`src/rtl/alu_arbiter.sv`:
```
// Round-robin arbiter sharing one combinational ALU between two requesters.
// Optional per-requester grant counters are built when ALU_ARB_PERF_EN is defined.
module alu_arbiter #(
    parameter int unsigned WIDTH = 32,
    parameter int unsigned SEL_W = 10,
    parameter int unsigned CNT_W = 16
) (
    input  logic             clk,
    input  logic             rst_n,
    input  logic             req0_valid,
    output logic             req0_ready,
    input  logic [WIDTH-1:0] req0_in0,
    input  logic [WIDTH-1:0] req0_in1,
    input  logic [SEL_W-1:0] req0_sel,
    input  logic             req1_valid,
    output logic             req1_ready,
    input  logic [WIDTH-1:0] req1_in0,
    input  logic [WIDTH-1:0] req1_in1,
    input  logic [SEL_W-1:0] req1_sel,
    output logic             rsp0_valid,
    input  logic             rsp0_ready,
    output logic             rsp1_valid,
    input  logic             rsp1_ready,
    output logic [WIDTH-1:0] rsp_data,
    output logic             rsp_branch,
    output logic [WIDTH-1:0] alu_in0,
    output logic [WIDTH-1:0] alu_in1,
    output logic [SEL_W-1:0] alu_sel,
    input  logic [WIDTH-1:0] alu_out,
    input  logic             alu_branch
`ifdef ALU_ARB_PERF_EN
    ,
    output logic [CNT_W-1:0] perf0_cnt,
    output logic [CNT_W-1:0] perf1_cnt
`endif
);

    typedef enum logic [1:0] {IDLE, EXEC, RESP} state_e;

    state_e           state_q, state_d;
    logic             last_grant_q, last_grant_d;
    logic             gnt_q, gnt_d;
    logic             rsp_valid_q, rsp_valid_d;
    logic [WIDTH-1:0] alu_in0_q, alu_in0_d;
    logic [WIDTH-1:0] alu_in1_q, alu_in1_d;
    logic [SEL_W-1:0] alu_sel_q, alu_sel_d;
    logic [WIDTH-1:0] rsp_data_q, rsp_data_d;
    logic             rsp_branch_q, rsp_branch_d;
    logic             win;
    logic             accept;

    // win=1 selects req1: it is the only valid requester, or both are valid and req1 did not win last
    assign win    = req1_valid && (!req0_valid || !last_grant_q);
    assign accept = (state_q == IDLE) && (req0_valid || req1_valid);

    always_comb begin
        state_d      = state_q;
        last_grant_d = last_grant_q;
        gnt_d        = gnt_q;
        rsp_valid_d  = rsp_valid_q;
        alu_in0_d    = alu_in0_q;
        alu_in1_d    = alu_in1_q;
        alu_sel_d    = alu_sel_q;
        rsp_data_d   = rsp_data_q;
        rsp_branch_d = rsp_branch_q;
        req0_ready   = 1'b0;
        req1_ready   = 1'b0;
        case (state_q)
            IDLE: begin
                if (accept) begin
                    req0_ready   = !win;
                    req1_ready   = win;
                    alu_in0_d    = win ? req1_in0 : req0_in0;
                    alu_in1_d    = win ? req1_in1 : req0_in1;
                    alu_sel_d    = win ? req1_sel : req0_sel;
                    gnt_d        = win;
                    last_grant_d = win;
                    state_d      = EXEC;
                end
            end
            EXEC: begin
                rsp_data_d   = alu_out;
                rsp_branch_d = alu_branch;
                rsp_valid_d  = 1'b1;
                state_d      = RESP;
            end
            RESP: begin
                if (gnt_q ? rsp1_ready : rsp0_ready) begin
                    rsp_valid_d = 1'b0;
                    state_d     = IDLE;
                end
            end
            default: begin
                rsp_valid_d = 1'b0;
                state_d     = IDLE;
            end
        endcase
    end

    always_ff @(posedge clk or negedge rst_n) begin
        if (!rst_n) begin
            state_q      <= IDLE;
            last_grant_q <= 1'b1;
            gnt_q        <= 1'b0;
            rsp_valid_q  <= 1'b0;
            alu_in0_q    <= '0;
            alu_in1_q    <= '0;
            alu_sel_q    <= '0;
            rsp_data_q   <= '0;
            rsp_branch_q <= 1'b0;
        end else begin
            state_q      <= state_d;
            last_grant_q <= last_grant_d;
            gnt_q        <= gnt_d;
            rsp_valid_q  <= rsp_valid_d;
            alu_in0_q    <= alu_in0_d;
            alu_in1_q    <= alu_in1_d;
            alu_sel_q    <= alu_sel_d;
            rsp_data_q   <= rsp_data_d;
            rsp_branch_q <= rsp_branch_d;
        end
    end

    assign rsp0_valid = rsp_valid_q && !gnt_q;
    assign rsp1_valid = rsp_valid_q && gnt_q;
    assign rsp_data   = rsp_data_q;
    assign rsp_branch = rsp_branch_q;
    assign alu_in0    = alu_in0_q;
    assign alu_in1    = alu_in1_q;
    assign alu_sel    = alu_sel_q;

`ifdef ALU_ARB_PERF_EN
    logic [CNT_W-1:0] perf0_cnt_q, perf0_cnt_d;
    logic [CNT_W-1:0] perf1_cnt_q, perf1_cnt_d;

    always_comb begin
        perf0_cnt_d = perf0_cnt_q;
        perf1_cnt_d = perf1_cnt_q;
        if (accept && !win) perf0_cnt_d = perf0_cnt_q + 1'b1;
        if (accept && win)  perf1_cnt_d = perf1_cnt_q + 1'b1;
    end

    always_ff @(posedge clk or negedge rst_n) begin
        if (!rst_n) begin
            perf0_cnt_q <= '0;
            perf1_cnt_q <= '0;
        end else begin
            perf0_cnt_q <= perf0_cnt_d;
            perf1_cnt_q <= perf1_cnt_d;
        end
    end

    assign perf0_cnt = perf0_cnt_q;
    assign perf1_cnt = perf1_cnt_q;
`endif

endmodule
```
`config.mk`:
```
export PLATFORM = sky130hd
export DESIGN_NAME = alu_arbiter
export DESIGN_NICKNAME = d
export VERILOG_FILES = /design/src/rtl/alu_arbiter.sv
export SDC_FILE = /design/constraint.sdc
export NUM_CORES = 1
export LEC_CHECK = 0
export CORE_MARGIN = 2
export CORE_UTILIZATION = 38
export CTS_CLUSTER_SIZE = 20
export DETAILED_ROUTE_END_ITERATION = 6
export PLACE_DENSITY_LB_ADDON = 0.12
export SYNTH_ARGS = -nofsm -noshare
export SYNTH_HDL_FRONTEND = slang
export SYNTH_SLANG_ARGS = --single-unit
```
`constraint.sdc`:
```
create_clock -name clk -period 2.4 [get_ports clk]
set_input_delay 0.6 -clock clk [delete_from_list [all_inputs] [get_ports clk]]
set_output_delay 0.6 -clock clk [all_outputs]
set_load 0.005 [all_outputs]
```
Word-level counts from Yosys, hierarchy flattened
Index checks and enable logic that the tools add are counted.
Widths: inputs -> output; s select.

storage, ports and cells
  bits of input ports = 187
  word-level logic and storage cells = 41
  register bits after elaboration = 112

operators by class
  eq/ne operators = 4
  multiplexer cells = 13
  reductions and logical operators = 14
  bitwise gates (word level) = 1

operators with widths
  cell                count
  $mux 32             2
  $mux 10             1
  $mux 1              6
  $pmux 2 s3          1
  $reduce_and 2->1    3
  $logic_and 1x1->1   4
  $logic_not 1->1     4
  $mux 2              2
  $ne 2x2->1 const B  2
  $pmux 1 s3          1
  $eq 2x1->1 const B  1
  $eq 2x2->1 const B  1
  $logic_not 2->1     1
  $logic_or 1x1->1    2
  $not 1->1           1

Longest topological paths before layout
  depth in word-level cells = 6
  gate-level depth with buffers = 7
  mapped depth without buffers = 3

Worst setup path after synthesis
No wires, ideal clock.

  path type = input -> output
  start = input req0_valid
  end = output req0_ready
  arrival time = 1.333 ns
  stages = 5
  buffers on the path = 3
  required time = 1.800 ns
  path slack = 0.467 ns
  cells stage by stage = buf_2 buf_2 clkbuf_1 nand3b_1 inv_1

between the ends
  cells in the longest elaborated chain, start to end = 6
  elaborated cells on any way between the ends = 8
  those cells by class = mux (2); reduce/logical (6)

ends and longest elaborated chain
  item                RTL line  text
  start: declaration  10        input logic req0_valid,
  $logic_not 1->1     53        assign win = req1_valid && (!req0_valid || !last_grant_q);
  $logic_or 1x1->1    53
  $logic_and 1x1->1   53
  $logic_not 1->1     71        req0_ready = !win;
  $mux 1 *            70        if (accept) begin
  $mux 1 *            68        case (state_q)
  end: declaration    11        output logic req0_ready,

Mark *: on every way between the ends. The rest lies on a longest branch, timed or not.

Worst setup path in the final report
  start = input req1_valid
  end = output req0_ready

between the ends
  cells in the longest elaborated chain, start to end = 4
  elaborated cells on any way between the ends = 6
  those cells by class = mux (2); reduce/logical (4)

ends and longest elaborated chain
  item                                                          RTL line  text
  start: declaration                                            15        input logic req1_valid,
  $logic_and 1x1->1 / $logic_or 1x1->1 (equally long branches)  53, 54
  $logic_not 1->1 / $logic_and 1x1->1 (equally long branches)   71, 54
  $mux 1 *                                                      70
  $mux 1 *                                                      68

Marked as above.

==> impl_metrics.csv <==
group,metric,value,unit
sta,layout_setup_ws,0.1048,ns
place,dp_slack,-0.1772,ns
die,rows,41,
power_and_ir_drop,peakVddDrop,0.6608,mV
drt,viasPerCell,5.338,
cts,clk_pin_slew,0.07,ns
yosys,ys_warn_count,0,
setup_path,worstSetupPathType,"primary input to output pin",
yosys,synth_nets,619,
power_and_ir_drop,leakage,3.418,nW
cts,hold_buffers,0,
global_route,track_usage,0.2351,
job,drv_cap,0,
final_layout,syn_to_final_growth,68.86,%
setup_path,path_max_fanout,2,
yosys,syn_area,4922,µm²
cts,cts_tree,"done",
drt,wl,16550,µm
die,start_util,0.3900,
final_layout,final_cell_mix,"293 x clkdlybuf4s50_1, 111 x dfrtp_1, 75 x nand2_1, 74 x nor3_1, 74 x a221o_1",
global_route,grt_max_degree,77,
yosys,synth_seq_cells,112,
yosys,yosys.area.top_type,"dfrtp_1",
final_layout,multi_input_area,1887,µm²
drt,wl_per_cell,18.72,µm
cts,cts_max_path_buffers,2,
yosys,syn_area_per_cell,11.39,µm²
die,dieArea,13880,µm²
sta,tightest_slew,0.8641,ns
final_layout,fin_area,8312,µm²
drt,detail_route.iter0.violations,361,
setup_path,critical_path.reg2reg.startpoint,"state_q[0]$_DFFE_PN0P_",
sta,finalMaxSlewViolations,0,
sta,period_minus_slack,2.295,ns
global_route,grt_pass1_wl,25930,µm
cts,ctsResizeCount,2,
sta,timing.final.crit_share,0.9563,
cts,htree_levels,3,
sta,max_slew_margin,0.4239,
sta,rsz0062_at_grt,"false",
place,port_buffers,297,
sta,clock_skew,0.008545,ns
global_route,grt-ovfl-total,0,
yosys,synth-async-reset-ratio,1.000,
yosys,ys.flop_type,"dfrtp_1",
setup_path,critPathLaunchType,"primary input",
final_layout,final_nets,893,
sta,hold_viol,0,
drt,dr_total_vias,4719,
cts,clk_latency,0.35,ns
cts,clock-root-buffer,"clkbuf_16",
setup_path,arrival,1.70,ns
place,gp_congestion,0.7914,
final_layout,layout_commonest_cell,"clkdlybuf4s50_1",
final_layout,drive_gt1_frac,0.09705,
min_path,holdCritPathClass,"primary input to async pin",
global_route,antenna_found_initial,1,
setup_path,timing.rr.end,"alu_in1[18]$_DFFE_PN0P_",
setup_path,required,1.80,ns
die,core_area,12620,µm²
drt,drt.antenna.violating_nets,0,
setup_path,r2r_cells,4,
die,num_io_pins,298,
power_and_ir_drop,p_total,9.756,mW
place,place_area,8023,µm²
cts,clock_sinks,112,
cts,cts_buffers,9,
power_and_ir_drop,powerDensity,1174,nW/µm²
yosys,synth-edff-count,0,
sta,fmax,435.7,MHz
yosys,syn_inst,432,
drt,first_pass_iters,4,
yosys,synth_area_leaders,"dfrtp_1 56%, a221o_1 15%, mux2_2 7.5%",
drt,route.detailed.drc,0,
yosys,synth_cell_type_count,23,
run_status,outcome,"finished, final reports clean",
setup_path,cp-end-kind,"output pin",
sta,setup_viol,0,
die,die_y,117.8,µm
final_layout,register_area,2804,µm²
yosys,yosysSeqAreaShare,0.5696,
place,dp_hpwl,11590,µm
die,die_w,117.8,µm
setup_path,r2r_slack,0.48,ns
yosys,synth_top_area_share,0.5643,
global_route,grt_pass1_vias,4831,
cts,post_cts_buffers,0,
final_layout,nFillCells,1028,
kinds of logic (layout without fill, tap and decap cells):
kind of cell	count (synthesis)	after routing	synth area share
buffers and inverters	49	328	0.04931
AOI/OAI and AO/OA	80	80	0.1601
muxes	33	33	0.07550
and+or+nand+nor	158	158	0.1454
DFF	112	112	0.5696
other	0	1	0
worst max-delay path, stage by stage:
cell and delay, ns:
clkdlybuf4s50_1 0.42, and2b_2 0.21, nand3b_1 0.15, inv_1 0.08, dlygate4sd2_1 0.24
cells in the mapped netlist (3+ instances only):
library cell    n
dfrtp_1       111
nand2_1        75
a221o_1        74
nor3_1         74
mux2_2         33
clkbuf_1       23
buf_2          14
buf_6           5
a21o_1          3
buf_1           3
inv_1           3
nor2b_1         3
area by class of cell:
type / count / area share
clock inverter: 6 / 0.007226
timing repair buffer: 309 / 0.3733
tap: 172 / 0.02589
inverter: 3 / 0.001355
antenna: 1 / 0.0003011
multi-input combinational: 271 / 0.2270
sequential: 112 / 0.3373
clock buffer: 10 / 0.02755
registers in the layout, indices dropped and copies added (netlist names):
| signal | count |
|---|---|
| alu_in1 | 32 |
| gnt_q | 1 |
| state_q | 2 |
| rsp_valid_q | 1 |
| rsp_data | 32 |
| alu_sel | 10 |
| rsp_branch | 1 |
| alu_in0 | 32 |
| last_grant_q | 1 |
where the power goes:
part | internal (mW) | switching, mW
Combinational | 3.00 | 1.90
Clock | 0.805 | 0.666
Sequential | 2.84 | 0.538
Total | 6.65 | 3.11
worst max path at each step:
stage                     cells past startpoint       start    endpoint  slack [ns]
after global placement                        5  req1_valid  req0_ready       -0.18
final                                         5  req1_valid  req0_ready        0.10
after detailed placement                      5  req1_valid  req0_ready       -0.18
after CTS                                     5  req1_valid  req0_ready        0.09
after floorplan                               5  req0_valid  req0_ready        0.47
after global routing                          5  req1_valid  req0_ready        0.04
per-stage QoR:
step           instances    util  hold slack [ns]  setup TNS [ns]
3_5_place_dp         867  0.6357           0.4932          -2.786
4_1_cts              883  0.6584           0.1699               0
3_3_place_gp         867  0.6357           0.4895         -0.5194
6_report             884  0.6586           0.1611               0
5_1_grt              883  0.6584           0.1917               0
2_1_floorplan        432       -           0.3044               0
per-layer routing:
metal | up-vias | wire (µm) | global-route usage
li1 | 2167 | - | -
met1 | 2317 | 6353 | 0.2722
met2 | 211 | 8486 | 0.4153
met3 | 24 | 1341 | 0.06347
met4 | 0 | 370 | 0.08735
met5 | - | 0 | 0
Note: power is estimated with default switching activity, not from simulation.
==> RTL change 1, RTL diff (same settings) <==
`SEL_W`: 10 -> 11.
--- a/src/rtl/alu_arbiter.sv
+++ b/src/rtl/alu_arbiter.sv
@@ -4,3 +4,3 @@
     parameter int unsigned WIDTH = 32,
-    parameter int unsigned SEL_W = 10,
+    parameter int unsigned SEL_W = 11,
     parameter int unsigned CNT_W = 16
Ports: changed (resized alu_sel, req0_sel and req1_sel); port bits go from 298 to 301. The function was not compared with the original's and may differ.
==> RTL change 1 against the unedited design <==
Clock power increased by 65%. Synthesized area up 0.43%. Power rose by 10%. Wire length is 3.3% higher. Sequential cell count rose by 1. Worst setup slack lost 0.82 ps. Via count rose by 0.68%. Design area grew 3.9%.
==> RTL change 1: results (changes against the unedited design) <==
{
  "clock_tree.htree_level_count": {"value": 4, "change": "was 3"},
  "synth.top_cells.by_count": {"value": "dfrtp_1, nand2_1, a221o_1, nor3_1, mux2_2", "change": "unchanged"},
  "finalWirelength": {"value": 17.1, "unit": "mm", "change": "was 16.6 mm"},
  "vdd.ir_drop.worst": {"value": 0.000527, "unit": "V", "change": "was 0.000661 V"},
  "numCtsBuffers": {"value": 17, "change": "was 9"},
  "skew": {"value": 14.4, "unit": "ps", "change": "was 8.55 ps"},
  "synth.top_cells.by_area": {"value": "dfrtp_1, a221o_1, nor3_1", "change": "was dfrtp_1, a221o_1, mux2_2"},
  "gp_routability_congestion": {"value": 0.816, "change": "was 0.791"},
  "detailedPlacementHpwl": {"value": 11.7, "unit": "mm", "change": "was 11.6 mm"},
  "drt_pass_1_iters": {"value": 5, "change": "was 4"},
  "detail_route.vias_per_cell": {"value": 5.26, "change": "was 5.34"},
  "yosysSeqAreaShare": {"value": 57.2, "unit": "%", "change": "was 57.0%"},
  "leak_pwr": {"value": 0.00357, "unit": "uW", "change": "was 0.00342 uW"},
  "grt_antenna_before_repair": {"value": 0, "change": "was 1"},
  "rr_endpoint": {"value": "alu_in0[9]$_DFFE_PN0P_", "change": "was alu_in1[18]$_DFFE_PN0P_"},
  "final_layout_size_suffix_gt1_share": {"value": 10.9, "unit": "%", "change": "was 9.70%"},
  "run_status": {"value": "completed", "change": "unchanged"},
  "slew_headroom": {"value": 41.7, "unit": "%", "change": "was 42.4%"},
  "critical_path_peak_fanout": {"value": 2, "change": "unchanged"},
  "grt_start_max_net_pins": {"value": 114, "change": "was 77"},
  "final.fill_count": {"value": 1010, "change": "was 1028"},
  "track_usage": {"value": 24.8, "unit": "%", "change": "was 23.5%"},
  "mappedNetlistNets": {"value": 625, "change": "was 619"},
  "grt_pass1_vias": {"value": 4914, "change": "was 4831"},
  "clock_latency_reported_for_the_late_side_of_the_worst_skew_pair": {"value": 410, "unit": "ps", "change": "was 350 ps"},
  "rrSetupSlack": {"value": 400, "unit": "ps", "change": "was 480 ps"},
  "path_clk_slew": {"value": 50, "unit": "ps", "change": "was 70 ps"}
}
-- RTL change 1: kinds of logic after synthesis --
group	share of synthesized area, %
simple gates	14.5
mux	7.52
buf+inv	4.68
compound gates	16.1
flops	57.2
-- RTL change 1: layer usage --
layer | up-vias | track usage (%) | wire length, um | part of all wire (%)
met5 | - | 0 | 0 | 0
met4 | 0 | 10.5 | 578 | 3.4
met3 | 36 | 7.90 | 1370 | 8.0
met2 | 233 | 40.3 | 8390 | 49
met1 | 2282 | 30.5 | 6760 | 40
li1 | 2200 | - | - | -
-- RTL change 1: power by group --
group	internal (uW)	switching (uW)	total, uW
logic	2980	1910	4890
registers	2870	555	3430
clock network	1570	856	2430
-- RTL change 1: worst min path at each step --
stage | from | endpoint
5_1_grt | rst_n | rsp_data[6]$_DFFE_PN0P_
3_3_place_gp | rsp_data[9]$_DFFE_PN0P_ | rsp_data[9]$_DFFE_PN0P_
2_1_floorplan | rst_n | alu_in0[0]$_DFFE_PN0P_
3_5_place_dp | alu_in1[0]$_DFFE_PN0P_ | alu_in1[0]$_DFFE_PN0P_
6_report | rst_n | rsp_data[2]$_DFFE_PN0P_
4_1_cts | rst_n | rsp_data[2]$_DFFE_PN0P_
-- RTL change 1: layout make-up --
type                            count  area share (%)
Sequential cell                   113            32.8
Clock inverter                     10            1.28
Clock buffer                       22            5.38
Tap cell                          172            2.49
Inverter                            3           0.130
Timing Repair Buffer              310            36.0
Multi-Input combinational cell    274            22.0
-- RTL change 1: metrics by stage --
step                setup slack, ps  area (sq um)  std cells  utilization [%]  hold slack [ps]
floorplan                       447          4940        436                -              304
finish                          104          8630        904             68.1              273
global route                   47.5          8630        904             68.1              340
detailed placement             -162          8060        872             63.6              493
global placement               -167          8060        872             63.6              488
CTS                            97.4          8630        904             68.1              307
==> RTL change 2, RTL diff (config.mk and constraints unchanged) <==
Made on the original files. Encoding of `state_e`: now one-hot (3 bits for 3 states).
--- a/src/rtl/alu_arbiter.sv
+++ b/src/rtl/alu_arbiter.sv
@@ -37,3 +37,3 @@
 
-    typedef enum logic [1:0] {IDLE, EXEC, RESP} state_e;
+    typedef enum logic [2:0] {IDLE = 3'b001, EXEC = 3'b010, RESP = 3'b100} state_e;
 
Formal check against the unedited RTL: no difference found for any inputs over 10 cycles, from zero or initial values and one cycle with rst_n low; not proved beyond that.
==> RTL change 2 against the unedited design <==
Power is 9.3% higher. Synthesized area is 1.2% lower. Wire length is 0.49% lower. Sequential cell count is 1 higher. Maximum frequency is 0.29% higher. Worst setup slack better by 6.7 ps. Synthesized cell count is 16% lower. Via count is 4.4% lower. Cell count is 5.9% lower. Sequential share of layout area is 0.49 points lower. Non-clock buffer count is 1 lower. Design area is 2.4% higher. Critical path depth is 1 lower. Critical path type unchanged. Highest routed layer unchanged.
==> RTL change 2: results (changes against the unedited design) <==
{
  "multi_input_area": {"value": 1840, "unit": "sq um", "change": "was 1890 sq um"},
  "vdd.ir_drop.worst": {"value": 0.000655, "unit": "V", "change": "was 0.000661 V"},
  "clock_tree.htree_level_count": {"value": 4, "change": "was 3"},
  "detailedRoute.firstIterationViolations": {"value": 199, "change": "was 361"},
  "finalWirelength": {"value": 16.5, "unit": "mm", "change": "was 16.6 mm"},
  "grt_start_max_net_pins": {"value": 79, "change": "was 77"},
  "clock_latency_reported_for_the_late_side_of_the_worst_skew_pair": {"value": 410, "unit": "ps", "change": "was 350 ps"},
  "grt_antenna_before_repair": {"value": 0, "change": "was 1"},
  "final_layout_size_suffix_gt1_share": {"value": 12.3, "unit": "%", "change": "was 9.70%"},
  "skew": {"value": 5.06, "unit": "ps", "change": "was 8.55 ps"},
  "final.fill_count": {"value": 977, "change": "was 1028"},
  "routed-via-count": {"value": 4510, "change": "was 4719"},
  "grt_pass1_vias": {"value": 4745, "change": "was 4831"},
  "numCtsBuffers": {"value": 17, "change": "was 9"},
  "postPlaceCellArea": {"value": 7970, "unit": "sq um", "change": "was 8020 sq um"},
  "synth.top_cells.by_area": {"value": "dfrtp_1, a2bb2oi_1, o32ai_1", "change": "was dfrtp_1, a221o_1, mux2_2"},
  "synth.top_cells.by_count": {"value": "dfrtp_1, a2bb2oi_1, o32ai_1", "change": "was dfrtp_1, nand2_1, a221o_1, nor3_1, mux2_2"},
  "critical_path_peak_fanout": {"value": 4, "change": "was 2"},
  "run_status": {"value": "completed", "change": "unchanged"},
  "post_synth_num_cell_types": {"value": 25, "change": "was 23"},
  "leak_pwr": {"value": 0.00331, "unit": "uW", "change": "was 0.00342 uW"},
  "yosysSeqAreaShare": {"value": 58.2, "unit": "%", "change": "was 57.0%"},
  "path_clk_slew": {"value": 50, "unit": "ps", "change": "was 70 ps"},
  "wire_length_of_the_first_global_routing_pass": {"value": 24.5, "unit": "mm", "change": "was 25.9 mm"},
  "detailedPlacementHpwl": {"value": 11.7, "unit": "mm", "change": "was 11.6 mm"},
  "nNetsFinal": {"value": 834, "change": "was 893"},
  "gp_routability_congestion": {"value": 0.748, "change": "was 0.791"},
  "slew_headroom": {"value": 47.7, "unit": "%", "change": "was 42.4%"},
  "mappedNetlistNets": {"value": 551, "change": "was 619"}
}
## RTL change 2: routing by layer
layer / global-route usage [%] / vias up / part of all wire (%)
li1: - / 2057 / -
met1: 26.1 / 2207 / 38
met2: 39.7 / 211 / 49
met3: 10.6 / 35 / 9.8
met4: 11.2 / 0 / 3.0
met5: 0 / - / 0
## RTL change 2: cells by family (layout without fill, tap and decap cells)
kind of cell	after synthesis	in the layout	synth area share (%)
flops	113	113	58.2
simple gates	16	16	1.90
buf+inv	45	341	4.42
mux	34	34	7.84
compound gates	156	156	27.6
## RTL change 2: where the power goes
part           internal [uW]  total [uW]  switching [uW]
clock                   1470        2310             832
combinational           3060        4950            1890
sequential              2870        3410             538
total                   7400       10700            3260
## RTL change 2: final cells by class
type / count / area share, %
sequential: 113 / 33.2
clock buffer: 27 / 6.14
inverter: 1 / 0.0441
timing repair buffer: 308 / 36.1
tap: 172 / 2.53
clock inverter: 5 / 0.294
multi-input combinational: 206 / 21.6
## RTL change 2: worst paths after layout
check                      cells after the start                  endpoint  slack, ps                      from
max                                            4                req1_ready        110                req0_valid
min                                            1   alu_in1[19]$_DFFE_PN0P_        130                     rst_n
max reg2reg                                    4    alu_in1[0]$_DFFE_PN0P_        470  last_grant_q$_DFFE_PN1P_
min reg2reg                                    1   rsp_data[1]$_DFFE_PN0N_        510   rsp_data[1]$_DFFE_PN0N_
max in group asynchronous                      2  rsp_data[19]$_DFFE_PN0N_       1590                     rst_n
min in group clk                               1   rsp_data[1]$_DFFE_PN0N_        510   rsp_data[1]$_DFFE_PN0N_
## RTL change 2: worst max-delay path, cell delays in order
cell,delay (ps)
clkdlybuf4s50_1,480
a21bo_2,250
nor2_1,90
dlygate4sd2_1,270
## RTL change 2: timing repair
| action | in CTS | in global routing |
|---|---|---|
| buffers inserted | 0 | 0 |
| setup endpoints to repair | 2 | 1 |
| resized for setup | 2 | 1 |
## RTL change 2: through the flow
stage                     hold slack [ps]  total power (uW)  setup slack [ps]  std cells
after CTS                             142             10800              45.3        832
after floorplan                       304              5660               670        364
after global routing                  158             11300              41.5        832
after global placement                489              8300              -209        800
after detailed placement              495              8440              -212        800
final                                 131             10700               111        832
